### src/rtl/io_read_buffered.sv
// Memory-mapped I/O read unit: one FIFO per read port, stage-1 address decode,
// stage-2 pop/peek, and a pipelined output mux of I/O words against RAM data.
module io_read_buffered #(
    parameter int WORD_WIDTH      = 36,
    parameter int ADDR_WIDTH      = 10,
    parameter int PORT_COUNT      = 4,
    parameter int PORT_BASE_ADDR  = 0,
    parameter int FIFO_ADDR_WIDTH = 2,
    parameter int PEEK_ENABLE     = 0,
    parameter int OUT_STAGES      = 2
) (
    input  logic                                     clock,
    input  logic                                     reset_n,
    input  logic [ADDR_WIDTH-1:0]                    addr_1,
    input  logic                                     io_ready_2,
    input  logic [WORD_WIDTH-1:0]                    data_RAM,
    input  logic [PORT_COUNT*WORD_WIDTH-1:0]         in_data,
    input  logic [PORT_COUNT-1:0]                    in_valid,
    output logic [PORT_COUNT-1:0]                    in_ready,
    output logic                                     io_empty_1,
    output logic [PORT_COUNT*(FIFO_ADDR_WIDTH+1)-1:0] fill_level,
    output logic [WORD_WIDTH-1:0]                    data_out,
    output logic                                     underflow_err
);
    localparam int DEPTH = 2 ** FIFO_ADDR_WIDTH;
    localparam int CW    = FIFO_ADDR_WIDTH + 1;
    localparam int PW    = (PORT_COUNT > 1) ? $clog2(PORT_COUNT) : 1;
    localparam int OW    = ADDR_WIDTH + 1;
    localparam int SPAN  = (PEEK_ENABLE != 0) ? 2 * PORT_COUNT : PORT_COUNT;
    localparam int LAST  = OUT_STAGES - 1;

    logic [WORD_WIDTH-1:0]      mem    [PORT_COUNT][DEPTH];
    logic [FIFO_ADDR_WIDTH-1:0] rd_ptr [PORT_COUNT];
    logic [FIFO_ADDR_WIDTH-1:0] wr_ptr [PORT_COUNT];
    logic [CW-1:0]              count  [PORT_COUNT];

    logic [OW-1:0] offset;
    logic          hit_1, peek_1;
    logic [PW-1:0] port_1;

    // NOTE: combinational blocks use blocking '=' and give every output a default
    // first, so no path leaves a signal unassigned and no latch is inferred.
    always_comb begin
        offset = {1'b0, addr_1} - OW'(PORT_BASE_ADDR);
        hit_1  = (addr_1 >= ADDR_WIDTH'(PORT_BASE_ADDR)) && (offset < OW'(SPAN));
        port_1 = '0;
        peek_1 = 1'b0;
        if (hit_1) begin
            if (PEEK_ENABLE != 0) begin
                port_1 = PW'(offset >> 1);
                peek_1 = offset[0];
            end else begin
                port_1 = PW'(offset);
            end
        end
    end

    assign io_empty_1 = hit_1 && (count[port_1] == '0);

    logic          hit_2, peek_2;
    logic [PW-1:0] port_2;

    // NOTE: clocked state uses non-blocking '<=' so every register samples the
    // values from before the edge, independent of statement order.
    always_ff @(posedge clock or negedge reset_n) begin
        if (!reset_n) begin
            hit_2  <= 1'b0;
            peek_2 <= 1'b0;
            port_2 <= '0;
        end else begin
            hit_2  <= hit_1;
            peek_2 <= peek_1;
            port_2 <= port_1;
        end
    end

    logic                  take_2, empty_2, underflow_2;
    logic [WORD_WIDTH-1:0] head_2;
    logic [PORT_COUNT-1:0] push, pop;

    assign take_2      = hit_2 && io_ready_2;
    assign empty_2     = (count[port_2] == '0);
    assign underflow_2 = take_2 && empty_2;
    assign head_2      = underflow_2 ? '0 : mem[port_2][rd_ptr[port_2]];

    // Push is gated by the registered count, so a full FIFO refuses even when popped.
    always_comb begin
        in_ready   = '0;
        push       = '0;
        pop        = '0;
        fill_level = '0;
        for (int p = 0; p < PORT_COUNT; p++) begin
            in_ready[p]             = (count[p] != CW'(DEPTH));
            push[p]                 = in_valid[p] && in_ready[p];
            pop[p]                  = take_2 && !peek_2 && !empty_2 && (port_2 == PW'(p));
            fill_level[p*CW +: CW]  = count[p];
        end
    end

    always_ff @(posedge clock or negedge reset_n) begin
        if (!reset_n) begin
            for (int p = 0; p < PORT_COUNT; p++) begin
                rd_ptr[p] <= '0;
                wr_ptr[p] <= '0;
                count[p]  <= '0;
            end
        end else begin
            for (int p = 0; p < PORT_COUNT; p++) begin
                if (push[p]) wr_ptr[p] <= wr_ptr[p] + FIFO_ADDR_WIDTH'(1);
                if (pop[p])  rd_ptr[p] <= rd_ptr[p] + FIFO_ADDR_WIDTH'(1);
                case ({push[p], pop[p]})
                    2'b10:   count[p] <= count[p] + CW'(1);
                    2'b01:   count[p] <= count[p] - CW'(1);
                    default: count[p] <= count[p];
                endcase
            end
        end
    end

    // NOTE: FIFO storage has no reset; the counters decide which words are live,
    // so stale contents are never observed and the array stays plain RAM.
    always_ff @(posedge clock) begin
        for (int p = 0; p < PORT_COUNT; p++) begin
            if (push[p]) mem[p][wr_ptr[p]] <= in_data[p*WORD_WIDTH +: WORD_WIDTH];
        end
    end

    logic [WORD_WIDTH-1:0] pipe_data  [OUT_STAGES];
    logic                  pipe_hit   [OUT_STAGES];
    logic                  pipe_ready [OUT_STAGES];

    always_ff @(posedge clock or negedge reset_n) begin
        if (!reset_n) begin
            for (int s = 0; s < OUT_STAGES; s++) begin
                pipe_data[s]  <= '0;
                pipe_hit[s]   <= 1'b0;
                pipe_ready[s] <= 1'b0;
            end
            underflow_err <= 1'b0;
        end else begin
            pipe_data[0]  <= take_2 ? head_2 : '0;
            pipe_hit[0]   <= hit_2;
            pipe_ready[0] <= io_ready_2;
            for (int s = 1; s < OUT_STAGES; s++) begin
                pipe_data[s]  <= pipe_data[s-1];
                pipe_hit[s]   <= pipe_hit[s-1];
                pipe_ready[s] <= pipe_ready[s-1];
            end
            if (underflow_2) underflow_err <= 1'b1;
        end
    end

    always_comb begin
        data_out = '0;
        if (pipe_ready[LAST]) data_out = pipe_hit[LAST] ? pipe_data[LAST] : data_RAM;
    end

endmodule

### config.mk
export PLATFORM = sky130hd
export DESIGN_NAME = io_read_buffered
export DESIGN_NICKNAME = d
export VERILOG_FILES = /design/src/rtl/io_read_buffered.sv
export SDC_FILE = /design/constraint.sdc
export NUM_CORES = 1
export LEC_CHECK = 0
export BUFFER_PORTS_ARGS = -buffer_cell sky130_fd_sc_hd__buf_4
export CELL_PAD_IN_SITES_DETAIL_PLACEMENT = 1
export CELL_PAD_IN_SITES_GLOBAL_PLACEMENT = 2
export CORE_MARGIN = 1.5
export CORE_UTILIZATION = 34
export CTS_BUF_LIST = sky130_fd_sc_hd__clkbuf_16
export CTS_CLUSTER_DIAMETER = 200
export DETAILED_ROUTE_END_ITERATION = 8
export HOLD_SLACK_MARGIN = 0.12
export PLACE_DENSITY_LB_ADDON = 0.1
export SETUP_SLACK_MARGIN = 0.1
export SYNTH_ARGS = -nofsm -noshare
export SYNTH_HDL_FRONTEND = slang
export SYNTH_SLANG_ARGS = --single-unit
### constraint.sdc
create_clock -name clock -period 2.8 [get_ports clock]
set_input_delay 0.28 -clock clock [delete_from_list [all_inputs] [get_ports clock]]
set_output_delay 0.28 -clock clock [all_outputs]
set_load 0.05 [all_outputs]
==> results_dict.tcl <==
set metrics [dict create \
    status "completed" \
    n_fill_cell 7223 \
    clockRootBuffer "clkbuf_16" \
    die_w_microns 281 \
    cts_setup_buffers 0 \
    synth_seq_cells 684 \
    synth_top_family_by_area "multiplexers" \
    path_clk_slew_ns 0.06 \
    clock-sinks 684 \
    path_max_fanout 5 \
    holdPathStages 4 \
    synthArstFlopShare_pct 15.8 \
    top_layer_used "met5" \
    ys_warn_count 0 \
    firstDrtPassIters 5 \
    worstSetupEndpointType "output pin" \
    cts_tree "done" \
    synth_xor_xnor_area_share_pct 0.797 \
    drt_iter0_drc 792 \
    slowest_delay_ns 0.50 \
    min_period_ns 2.61 \
    syn_to_final_growth_pct 28.7 \
    crit_chain "or3_1, mux4_2, nor3_2, buf_4" \
    dr_wl_met2_microns 39500 \
    path_class "reg -> out" \
    synth_cells 1192 \
    yosysSeqAreaShare_pct 75.9 \
    fin_nets 1875 \
    hold_violations 0 \
    clk_latency_ns 0.61 \
    r2r_slack_ns 0.29 \
    layout_worst_path_cycle_share_pct 93.2 \
    wl_per_cell_microns 27.4 \
    min_from "addr_1[2]" \
    timing.hold.ws_ns 0.167 \
    worst_path_max_delay_cell "mux4_2" \
    track_usage_pct 19.5 \
    dieArea_sq_um 79200 \
    htree_levels 3 \
    synth.most_common_cell "edfxtp_1" \
    synth_common_cells "576 x edfxtp_1, 148 x mux4_2, 108 x dfrtp_1, 108 x mux2i_1, 36 x nor2b_1" \
    slew_violations 0 \
    crit_required_ns 2.52 \
    setup_viol 0 \
    synth_cell_types 33 \
    seq_area_sq_um 20000 \
    synth-edff-count 576 \
    ys.flop_type "edfxtp_1" \
    p_per_area_nw_per_um2 840 \
    overflow 0 \
    rows 101 \
    synth_compound_area_share_pct 1.59 \
    grt_setup_unrepaired "no" \
    start_kind "flip-flop" \
    grt_pass1_vias 15047 \
    io_pins 251 \
    multi_input_area_sq_um 6040 \
    r2r_start "fill_level[3]" \
    clockBufferDepth 3 \
    drcViolationCount 0 \
    synthSimpleGateAreaFrac_pct 2.03 \
    io_buffers 250 \
    muxShareOfSynthArea_pct 17.1 \
    synthesis.nets 1413 \
    worstMarginPinSlew_ns 0.940 \
    vias_per_cell 4.86 \
    yosys.area.top_type_share_pct 65.6 \
    ff2ff_path_depth 5 \
    peakVddDrop_mv 0.357 \
    core_sq_um 76300 \
    maxSlewHeadroom_pct 37.3 \
    tns_ns 0 \
    final_antenna_net_count 0 \
    final_util_pct 44.5 \
    routed-via-count 13346 \
    drive_above_1_share_pct 35.0 \
    leakagePower_nw 11.8 \
    dp_hpwl_microns 42900 \
    syn_area_per_cell_sq_um 22.1 \
    numCtsBuffers 76 \
    wl_met1_microns 31700 \
    worstHoldEndpoint "port_2[1]" \
    start_util_pct 34.5 \
    synthAdderAreaFrac_pct 1.25 \
    met3WireLength_microns 2800 \
    antenna_found_initial 8 \
    synthTopCellsByArea "edfxtp_1 66%, mux4_2 13%, dfrtp_1 10%, mux2i_1 4.1%, o22ai_2 1.4%" \
    gp_congestion 0.732 \
    r2r-end "fill_level[4]" \
    synth_area_sq_um 26400 \
    grt_max_degree 117 \
    fin_worst_skew_ns 0.0223 \
    grt_pass1_wl_microns 108000 \
    max_freq_mhz 383 \
    wirelength_microns 75400 \
    hold_class "in -> reg" \
    cap_violations 0 \
    synth_top_cell_by_area "edfxtp_1" \
    worstPathArrival_ns 2.33 \
    die-height_microns 281 \
]
-- flip-flops by register name, indices dropped and copies added, names as in the netlist --
name / count
pipe_hit: 2
hit_2: 1
underflow_err: 1
fill_level: 12
pipe_data: 72
mem: 576
pipe_ready: 2
rd_ptr: 8
wr_ptr: 8
port_2: 2
-- final cells by class --
class / instances / share of cell area, %
repair buffers: 440 / 11.8
clock inverters: 60 / 1.71
well taps: 1030 / 3.80
diodes: 3 / 0.0221
clock buffers: 78 / 5.75
inverters: 13 / 0.144
multi-input cells: 439 / 17.8
flip-flops and latches: 684 / 59.0
-- layer usage --
layer  global-route usage, %  up-vias
met2                    34.7      306
li1                        -     5796
met5                       0        -
met4                    4.89       10
met3                    2.88       87
met1                    24.8     7147
-- worst max path at each step --
stage / from / cells past startpoint / slack [ns] / endpoint
after CTS: fill_level[9] / 4 / 0.12 / io_empty_1
after global routing: fill_level[9] / 4 / 0.1 / io_empty_1
after detailed placement: fill_level[3] / 5 / 0.31 / fill_level[4]
after global placement: fill_level[6] / 5 / 0.37 / pipe_data[56]
after floorplan: fill_level[0] / 3 / 0.18 / mem[0][0]
final: fill_level[3] / 4 / 0.19 / io_empty_1
-- critical path: cells and delay by family (launching register included) --
family | cells | cell delay [ns]
buffers and inverters | 1 | 0.22
flip-flops | 1 | 0.44
multiplexers | 1 | 0.50
AND/OR/NAND/NOR | 2 | 0.58
-- cell usage in the layout (no fill, tap or decap), types with 27 or more instances in the layout --
cell type | netlist | layout
dfrtp_1 | 108 | 104
mux2i_1 | 108 | 108
buf_4 | 3 | 260
o22ai_2 | 30 | 30
clkbuf_16 | 0 | 78
dlygate4sd3_1 | 0 | 155
edfxtp_1 | 576 | 576
inv_1 | 13 | 27
mux4_2 | 148 | 147
nor2b_1 | 36 | 36
-- what timing repair did --
| item | CTS | global route |
|---|---|---|
| endpoints found under the setup margin | 0 | 1 |
| endpoints found under the hold margin | 638 | 0 |
| gates resized for setup | 0 | 1 |
| hold buffers | 155 | 0 |
-- per-stage QoR --
step           instance area (sq um)  cells  total power, mW  setup slack (ns)
2_1_floorplan                  26400   1192             15.9             0.175
3_3_place_gp                   29800   2451             18.4             0.367
3_5_place_dp                   29800   2451             18.5             0.312
4_1_cts                        33900   2744             28.9             0.116
5_1_grt                        33900   2746             29.6            0.0985
6_report                       33900   2747             28.5             0.192
-- logic make-up (layout without fill, tap and decap cells) --
| logic type | after synthesis | count (layout) |
|---|---|---|
| compound gates | 37 | 37 |
| xor+xnor | 24 | 24 |
| fa+ha+maj | 24 | 24 |
| buf+inv | 69 | 591 |
| flops | 684 | 684 |
| mux | 264 | 264 |
| other cells | 0 | 3 |
| simple gates | 90 | 90 |
-- power breakdown --
group / leakage, nW / total, mW / switching [mW] / internal (mW)
logic: 3.74 / 4.74 / 3.09 / 1.65
clock network: 1.29 / 10.2 / 4.01 / 6.15
registers: 6.73 / 13.6 / 0.537 / 13.1
total: 11.8 / 28.5 / 7.64 / 20.9
(Power assumes the default switching activity.)
